$ cat src/rtl/ps2_key_decoder.sv
// PS/2 scancode-set-2 decoder: turns raw received bytes into make/break key events
// with modifier tracking and ASCII translation, buffered in a first-word-fall-through FIFO.
module ps2_key_decoder #(
  parameter int FIFO_DEPTH = 8,
  parameter int CNT_W      = 8,
  parameter int EXT_EN     = 1
) (
  input  logic                          clk,
  input  logic                          rst,
  input  logic [7:0]                    in_data,
  input  logic                          in_valid,
  input  logic                          ev_ready,
  input  logic                          clr_overflow,
  output logic                          ev_valid,
  output logic [7:0]                    ev_code,
  output logic [7:0]                    ev_ascii,
  output logic                          ev_ext,
  output logic                          ev_break,
  output logic [3:0]                    ev_mods,
  output logic [$clog2(FIFO_DEPTH):0]   fifo_count,
  output logic                          overflow,
  output logic [CNT_W-1:0]              press_cnt,
  output logic                          shift_flag,
  output logic                          ctrl_flag,
  output logic                          alt_flag,
  output logic                          caps_lock
);

  localparam int AW = $clog2(FIFO_DEPTH);
  localparam logic [AW:0] FULL = (AW+1)'(FIFO_DEPTH);

  typedef enum logic [1:0] {IDLE, EXT, BRK, EXT_BRK} state_t;

  typedef struct packed {
    logic [7:0] code;
    logic [7:0] ascii;
    logic       ext;
    logic       brk;
    logic [3:0] mods;
  } entry_t;

  state_t state, state_nx;
  logic lshift, rshift, caps_held;
  logic lshift_nx, rshift_nx, caps_held_nx, ctrl_nx, alt_nx, caps_nx;
  logic fire, is_ext, is_brk;
  logic [7:0] ascii_nx;
  entry_t entry, head;
  entry_t mem [FIFO_DEPTH];
  logic [AW-1:0] wr_ptr, rd_ptr;
  logic [AW:0] count;
  logic push, pop, drop;

  // Letter scancodes map to alphabet positions 1..26; 0 means not a letter
  function automatic logic [4:0] letter_idx(input logic [7:0] c);
    case (c)
      8'h1C: return 5'd1;   8'h32: return 5'd2;   8'h21: return 5'd3;
      8'h23: return 5'd4;   8'h24: return 5'd5;   8'h2B: return 5'd6;
      8'h34: return 5'd7;   8'h33: return 5'd8;   8'h43: return 5'd9;
      8'h3B: return 5'd10;  8'h42: return 5'd11;  8'h4B: return 5'd12;
      8'h3A: return 5'd13;  8'h31: return 5'd14;  8'h44: return 5'd15;
      8'h4D: return 5'd16;  8'h15: return 5'd17;  8'h2D: return 5'd18;
      8'h1B: return 5'd19;  8'h2C: return 5'd20;  8'h3C: return 5'd21;
      8'h2A: return 5'd22;  8'h1D: return 5'd23;  8'h22: return 5'd24;
      8'h35: return 5'd25;  8'h1A: return 5'd26;
      default: return 5'd0;
    endcase
  endfunction

  function automatic logic [7:0] to_ascii(input logic [7:0] c, input logic shift,
                                          input logic ctrl, input logic caps);
    logic [4:0] idx;
    idx = letter_idx(c);
    if (idx != 5'd0) begin
      if (ctrl)              return {3'b000, idx};
      else if (shift ^ caps) return 8'h40 + {3'b000, idx};
      else                   return 8'h60 + {3'b000, idx};
    end
    case (c)
      8'h16: return shift ? 8'h21 : 8'h31;
      8'h1E: return shift ? 8'h40 : 8'h32;
      8'h26: return shift ? 8'h23 : 8'h33;
      8'h25: return shift ? 8'h24 : 8'h34;
      8'h2E: return shift ? 8'h25 : 8'h35;
      8'h36: return shift ? 8'h5E : 8'h36;
      8'h3D: return shift ? 8'h26 : 8'h37;
      8'h3E: return shift ? 8'h2A : 8'h38;
      8'h46: return shift ? 8'h28 : 8'h39;
      8'h45: return shift ? 8'h29 : 8'h30;
      8'h29: return 8'h20;
      8'h5A: return 8'h0D;
      8'h66: return 8'h08;
      default: return 8'h00;
    endcase
  endfunction

  always_comb begin
    state_nx = state;
    fire     = 1'b0;
    is_ext   = 1'b0;
    is_brk   = 1'b0;
    if (in_valid) begin
      case (state)
        IDLE: begin
          if (in_data == 8'hE0) begin
            if (EXT_EN != 0) state_nx = EXT;
          end else if (in_data == 8'hF0) begin
            state_nx = BRK;
          end else if (!(in_data inside {8'hAA, 8'hFA, 8'hEE, 8'hFE, 8'h00, 8'hFF})) begin
            fire = 1'b1;
          end
        end
        EXT: begin
          if (in_data == 8'hF0) state_nx = EXT_BRK;
          else if (in_data != 8'hE0) begin
            fire = 1'b1; is_ext = 1'b1; state_nx = IDLE;
          end
        end
        BRK: begin
          if (in_data != 8'hF0) begin
            fire = 1'b1; is_brk = 1'b1; state_nx = IDLE;
          end
        end
        default: begin
          if (in_data != 8'hF0) begin
            fire = 1'b1; is_ext = 1'b1; is_brk = 1'b1; state_nx = IDLE;
          end
        end
      endcase
    end
  end

  // Modifier state after the event is applied; it is both stored and tagged onto the event
  always_comb begin
    lshift_nx    = lshift;
    rshift_nx    = rshift;
    caps_held_nx = caps_held;
    ctrl_nx      = ctrl_flag;
    alt_nx       = alt_flag;
    caps_nx      = caps_lock;
    if (fire) begin
      if (!is_ext) begin
        case (in_data)
          8'h12: lshift_nx = !is_brk;
          8'h59: rshift_nx = !is_brk;
          8'h58: begin
            if (is_brk) caps_held_nx = 1'b0;
            else begin
              if (!caps_held) caps_nx = !caps_lock;
              caps_held_nx = 1'b1;
            end
          end
          default: ;
        endcase
      end
      if (in_data == 8'h14) ctrl_nx = !is_brk;
      if (in_data == 8'h11) alt_nx  = !is_brk;
    end
    ascii_nx = (is_ext || is_brk) ? 8'h00
             : to_ascii(in_data, lshift | rshift, ctrl_flag, caps_lock);
    entry = '{code: in_data, ascii: ascii_nx, ext: is_ext, brk: is_brk,
              mods: {caps_nx, alt_nx, ctrl_nx, lshift_nx | rshift_nx}};
  end

  always_ff @(posedge clk or negedge rst) begin
    if (!rst) begin
      state     <= IDLE;
      lshift    <= 1'b0;
      rshift    <= 1'b0;
      caps_held <= 1'b0;
      ctrl_flag <= 1'b0;
      alt_flag  <= 1'b0;
      caps_lock <= 1'b0;
      press_cnt <= '0;
    end else begin
      state     <= state_nx;
      lshift    <= lshift_nx;
      rshift    <= rshift_nx;
      caps_held <= caps_held_nx;
      ctrl_flag <= ctrl_nx;
      alt_flag  <= alt_nx;
      caps_lock <= caps_nx;
      if (fire && is_brk) press_cnt <= press_cnt + 1'b1;
    end
  end

  assign shift_flag = lshift | rshift;

  assign ev_valid = (count != '0);
  assign pop      = ev_valid & ev_ready;
  assign push     = fire & ((count != FULL) | pop);
  assign drop     = fire & (count == FULL) & !pop;

  always_ff @(posedge clk or negedge rst) begin
    if (!rst) begin
      wr_ptr   <= '0;
      rd_ptr   <= '0;
      count    <= '0;
      overflow <= 1'b0;
    end else begin
      if (push) wr_ptr <= wr_ptr + 1'b1;
      if (pop)  rd_ptr <= rd_ptr + 1'b1;
      if (push && !pop)      count <= count + 1'b1;
      else if (pop && !push) count <= count - 1'b1;
      if (drop)              overflow <= 1'b1;
      else if (clr_overflow) overflow <= 1'b0;
    end
  end

  // Storage is not reset; the head is masked while the FIFO is empty instead
  always_ff @(posedge clk) begin
    if (push) mem[wr_ptr] <= entry;
  end

  assign head       = mem[rd_ptr];
  assign ev_code    = ev_valid ? head.code  : 8'h00;
  assign ev_ascii   = ev_valid ? head.ascii : 8'h00;
  assign ev_ext     = ev_valid & head.ext;
  assign ev_break   = ev_valid & head.brk;
  assign ev_mods    = ev_valid ? head.mods  : 4'h0;
  assign fifo_count = count;

endmodule

$ cat config.mk
export PLATFORM = sky130hd
export DESIGN_NAME = ps2_key_decoder
export DESIGN_NICKNAME = d
export VERILOG_FILES = /design/src/rtl/ps2_key_decoder.sv
export SDC_FILE = /design/constraint.sdc
export NUM_CORES = 1
export LEC_CHECK = 0
export BUFFER_PORTS_ARGS = -buffer_cell sky130_fd_sc_hd__buf_4
export CAP_MARGIN = 20
export CORE_UTILIZATION = 35
export CTS_CLUSTER_DIAMETER = 30
export DETAILED_ROUTE_END_ITERATION = 6
export GPL_TIMING_DRIVEN = 0
export PLACE_DENSITY = 0.57
export SLEW_MARGIN = 5
export SYNTH_ARGS = -nofsm -noshare
export SYNTH_HDL_FRONTEND = slang
export SYNTH_SLANG_ARGS = --single-unit
$ cat constraint.sdc
create_clock -name clk -period 3.7 [get_ports clk]
set_input_delay 0.185 -clock clk [delete_from_list [all_inputs] [get_ports clk]]
set_output_delay 0.185 -clock clk [all_outputs]
set_load 0.01 [all_outputs]
Word-level counts from Yosys, hierarchy flattened
Memories as Yosys holds them, arrays and structs flattened.
Cells that the tools add are included.

storage, ports and cells
  register bits = 27
  bits in writable memories = 176
  memory bits (read-only) = 640
  input port bits = 13
  memories = 2

operators by class
  add/subtract/negate cells = 7
  equal/unequal tests = 33
  multiplexer cells = 61
  bitwise logic cells = 11
  reductions and logical operators = 20

memory list
  memory            depth  width  read ports  clocked after memory_dff  write ports  RTL line  text
  (name not given)  128    5      1           0                         0            55        case (c)
  mem               8      22     1           0                         1            48        entry_t mem [FIFO_DEPTH];

operator list
  operator                                       count
  one-hot mux 7 bit (13 select lines)            1
  == test 8 x 6 -> 1 bit, second input constant  7
  == test 8 bit, second input constant           7
  two-way mux 8 bit                              7
  == test 8 x 7 -> 1 bit, second input constant  6
  two-way mux 5 bit                              9
  == test 8 x 5 -> 1 bit, second input constant  5
  two-way mux 1 bit                              31
  adder 7 x 5 -> 8 bit, first input constant     2
  != test 8 bit, second input constant           2
  two-way mux 7 bit                              2
  two-way mux 4 bit                              3
  two-way mux 2 bit                              5
  adder 8 x 1 -> 8 bit, second input constant    1
  logical NOT 8 bit                              1
  adder 3 x 1 -> 3 bit, second input constant    2
  AND 1 bit                                      6
  != test 3 bit, second input constant           2
  nonzero test 6 bit                             1
  nonzero test 5 bit                             1
  adder 4 x 1 -> 4 bit, second input constant    1
  == test 4 bit, second input constant           1
  logical NOT 1 bit                              4
  != test 4 bit, second input constant           1
  other kinds (17)                               24

Longest topological paths before layout
  depth after elaboration = 12
  mapped depth = 18
  mapped depth without buffers = 16

Worst setup path after synthesis
OpenSTA, ideal clock, no wires.

  kind = input to register
  start = input port in_data[1]
  end = memory mem[0][0] (netlist name) (enable)
  data arrival time = 3.244 ns
  setup slack = 0.031 ns
  stages on the path = 10
  cell sequence = clkbuf_1 > inv_1 > ha_1 > nor3b_1 > and2_1 > a21boi_0 > and2_1 > buf_6 > nand3b_1 > nor3_1

on the way
  word-level cells in the longest chain between the ends = 10

ends and longest elaborated chain
  element                                             RTL line  text
  from (decl)                                         10        input logic [7:0] in_data,
  == test 8 bit or logical NOT 8 bit (tied branches)  108       end else if (!(in_data inside {8'hAA, 8'hFA, 8'hEE, 8'hFE, 8'h00, 8'hFF})) begin
  nonzero test 6 bit                                  108
  two-way mux 1 bit                                   108
  two-way mux 1 bit                                   106       end else if (in_data == 8'hF0) begin
  two-way mux 1 bit                                   104       if (in_data == 8'hE0) begin
  one-hot mux 1 bit (2 select lines) *                102       case (state)
  two-way mux 1 bit *                                 101       if (in_valid) begin
  AND 1 bit *                                         190       assign push = fire & ((count != FULL) | pop);
  two-way mux 1 bit *                                 211       if (push) mem[wr_ptr] <= entry;
  two-way mux 1 bit (implied by the code) *           211
  to (decl)                                           48

Every way passes the cells marked *; elsewhere a longest branch is shown, timed or not.

Final worst setup path
  start = input port in_data[1]
  end = memory mem[1][7] (netlist name) (enable)

The elaborated chain is that of the path after synthesis.

==> results.sh <==
export IMPL_ir_drop_uv=329
export IMPL_synth_area_um2=8940
export IMPL_clock_fmax_mhz=293
export IMPL_cp_arrival_ps=3550
export IMPL_switching_share=0.328
export IMPL_ant_nets=0
export IMPL_cts_tree="built"
export IMPL_drt_iter0_markers=535
export IMPL_portBuffers=51
export IMPL_finalSetupViolCount=0
export IMPL_clk_pin_slew_worst_paths_ps=70
export IMPL_worst_pin_slew_ps=1060
export IMPL_boundaryPins=53
export IMPL_reg2reg_slack_ps=390
export IMPL_dieWidth_um=162
export IMPL_async_reset_ff_frac=0.138
export IMPL_seq_area_frac_synth=0.640
export IMPL_wl_per_cell_um=21.6
export IMPL_yosys_area_top_type="edfxtp_1"
export IMPL_htree_levels=4
export IMPL_place_area_um2=9840
export IMPL_routed_wl_um=21400
export IMPL_hold_violations=0
export IMPL_post_cts_setup_buffers=0
export IMPL_layout_common_cells="168 x edfxtp_1, 55 x buf_4, 42 x mux4_2, 37 x nor2_1"
export IMPL_p_int_mw=4.84
export IMPL_numCtsBuffers=17
export IMPL_skew_ps=13.9
export IMPL_cp_startpoint="in_data[1]"
export IMPL_grt_overflow=0
export IMPL_initial_utilization=0.356
export IMPL_critPathCapture="mem[1][7]"
export IMPL_cts_num_sinks=195
export IMPL_core_area_um2=25100
export IMPL_power_switching_mw=2.36
export IMPL_synthDistinctLibCells=75
export IMPL_p_total_mw=7.19
export IMPL_timing_rr_start="fifo_count[0]"
export IMPL_crit_type="primary input to register"
export IMPL_dpl_hpwl_um=14300
export IMPL_gp_congestion=0.816
export IMPL_finalCritPeriodShare=0.923
export IMPL_synth_ff_type="edfxtp_1"
export IMPL_grt_max_degree=28
export IMPL_report_final_slew_viol_count=0
export IMPL_drc=0
export IMPL_num_antenna_cells=0
export IMPL_die_h_um=162
export IMPL_synth_area_top_cells="edfxtp_1 56%, mux4_2 11%, dfrtp_1 7.6%"
export IMPL_firstDrtPassIters=5
export IMPL_seq_power_share=0.404
export IMPL_floorplan_die_area_um2=26200
export IMPL_hp_class="primary input to register"
export IMPL_synth_seq_cells=195
export IMPL_nNetsFinal=669
export IMPL_critPathCaptureType="register"
export IMPL_num_vias=5331
export IMPL_cts_root_buf="clkbuf_16"
export IMPL_avgViaCountPerCell=5.40
export IMPL_final_common_cell="edfxtp_1"
export IMPL_rsz0062_at_grt="false"
export IMPL_slew_headroom=0.288
export IMPL_grt_pass1_vias=5564
export IMPL_stdcell_area_um2=10500
export IMPL_outcome="complete, no violations"
export IMPL_power_density_nw_per_um2=688
export IMPL_comb_power_share=0.351
export IMPL_p_leak_nw=3.67
export IMPL_worst_path_max_fanout=11
export IMPL_num_rows=58
export IMPL_synth_edff_count=168
export IMPL_finalCriticalPeriod_ps=3410
export IMPL_postSynthNetCount=592
export IMPL_yosysTopAreaCellShare=0.564
export IMPL_clockBufferDepth=2
export IMPL_antenna_found_initial=0
export IMPL_startpoint_type="primary input"
export IMPL_fin_setup_tns_ps=0
export IMPL_grt_usage=0.172
export IMPL_pwr_share_clk=0.245
export IMPL_grt_pass1_wl_um=33400
export IMPL_utilization=0.416
export IMPL_maxCapViolations=0
export IMPL_reg2regPathDepth=11
export IMPL_area_growth_synth_to_final_pct=16.9
export IMPL_critPathRequiredTime_ps=3830
export IMPL_clkLatencyLatePin_ps=430
export IMPL_final_layout_size_suffix_gt1_frac=0.269
export IMPL_avgSynthCellArea_um2=15.7
export IMPL_worst_hold_slack_ps=33.7
export IMPL_r2r_end="fifo_count[3]"
export IMPL_synthCells=568
export IMPL_synth_warnings=0
what timing repair did:
item | 4_1_cts | 5_1_grt
setup endpoints to repair | 0 | 8
hold buffers | 3 | 0
gates resized for setup | 0 | 1
endpoints found under the hold margin | 29 | 0
area by class of cell:
cell class | count | area [um^2]
multi-input combinational | 325 | 3010
sequential | 195 | 5720
buffer | 36 | 229
fill | 2343 | 14700
tap | 330 | 413
clock inverter | 15 | 144
clock buffer | 17 | 425
inverter | 12 | 45.0
timing repair buffer | 58 | 465
registers in the layout (all words and copies together) (netlist names), 2 cells and up:
name        count
mem           168
wr_ptr          3
state           2
fifo_count      4
rd_ptr          3
press_cnt       8
through the flow:
stage,std cells,setup slack [ps]
after floorplan,568,30.8
after global placement,949,-2030
after detailed placement,953,-196
after CTS,988,249
after global routing,988,7.23
final,988,285
layer usage:
metal	track usage	share of wire	up-vias
met4	0.0489	0.014	0
met5	0	0	-
met1	0.236	0.45	2743
met2	0.278	0.48	182
met3	0.0342	0.049	24
li1	-	-	2382
critical path: stages:
cell and delay, ps:
buf_4 160, clkbuf_1 340, inv_1 150, ha_1 330, nor3b_1 210, and2_1 190
a21boi_0 320, and2_1 190, buf_6 140, nand3_1 280, nor3_2 620, buf_8 230
buf_6 170
cells in the mapped netlist, drive strengths merged, types with 4 or more instances:
cell and n:
nand2 29, clkbuf 12, a21oi 13, mux4 42, a31oi 8, nand3 13, nor2 43, edfxtp 168
mux2i 26, nand3b 8, o21ai 10, mux2 10, inv 12, nor3 6, nor4 7, dfrtp 27
nand4 6, buf 24, xor2 4, xnor2 16, ha 10, nand2b 9
cell families after synthesis:
kind of cell    Yosys count  share of synthesized area
other cells               1                   0.000419
compound gates           69                     0.0544
mux                      78                      0.148
flops                   195                      0.640
simple gates            146                     0.0905
fa+ha+maj                11                     0.0162
buf+inv                  48                     0.0306
xor+xnor                 20                     0.0196
worst min-delay path by stage:
stage / depth (start not counted) / endpoint / startpoint
final: 1 / mem[0][16] / in_data[2]
after global routing: 1 / mem[0][16] / in_data[2]
after CTS: 1 / mem[7][16] / in_data[2]
after detailed placement: 1 / press_cnt[0] / rst
after global placement: 1 / press_cnt[0] / rst
after floorplan: 0 / alt_flag / rst
power by group through the flow:
| stage | sequential, mW | clock (mW) | combinational [mW] |
|---|---|---|---|
| floorplan | 2.92 | 0 | 1.57 |
| global placement | 2.93 | 0 | 2.46 |
| detailed placement | 2.95 | 0 | 2.57 |
| CTS | 2.90 | 1.79 | 2.58 |
| global route | 2.94 | 1.88 | 2.75 |
| finish | 2.90 | 1.76 | 2.52 |
Power figures use the tool's default switching activity.
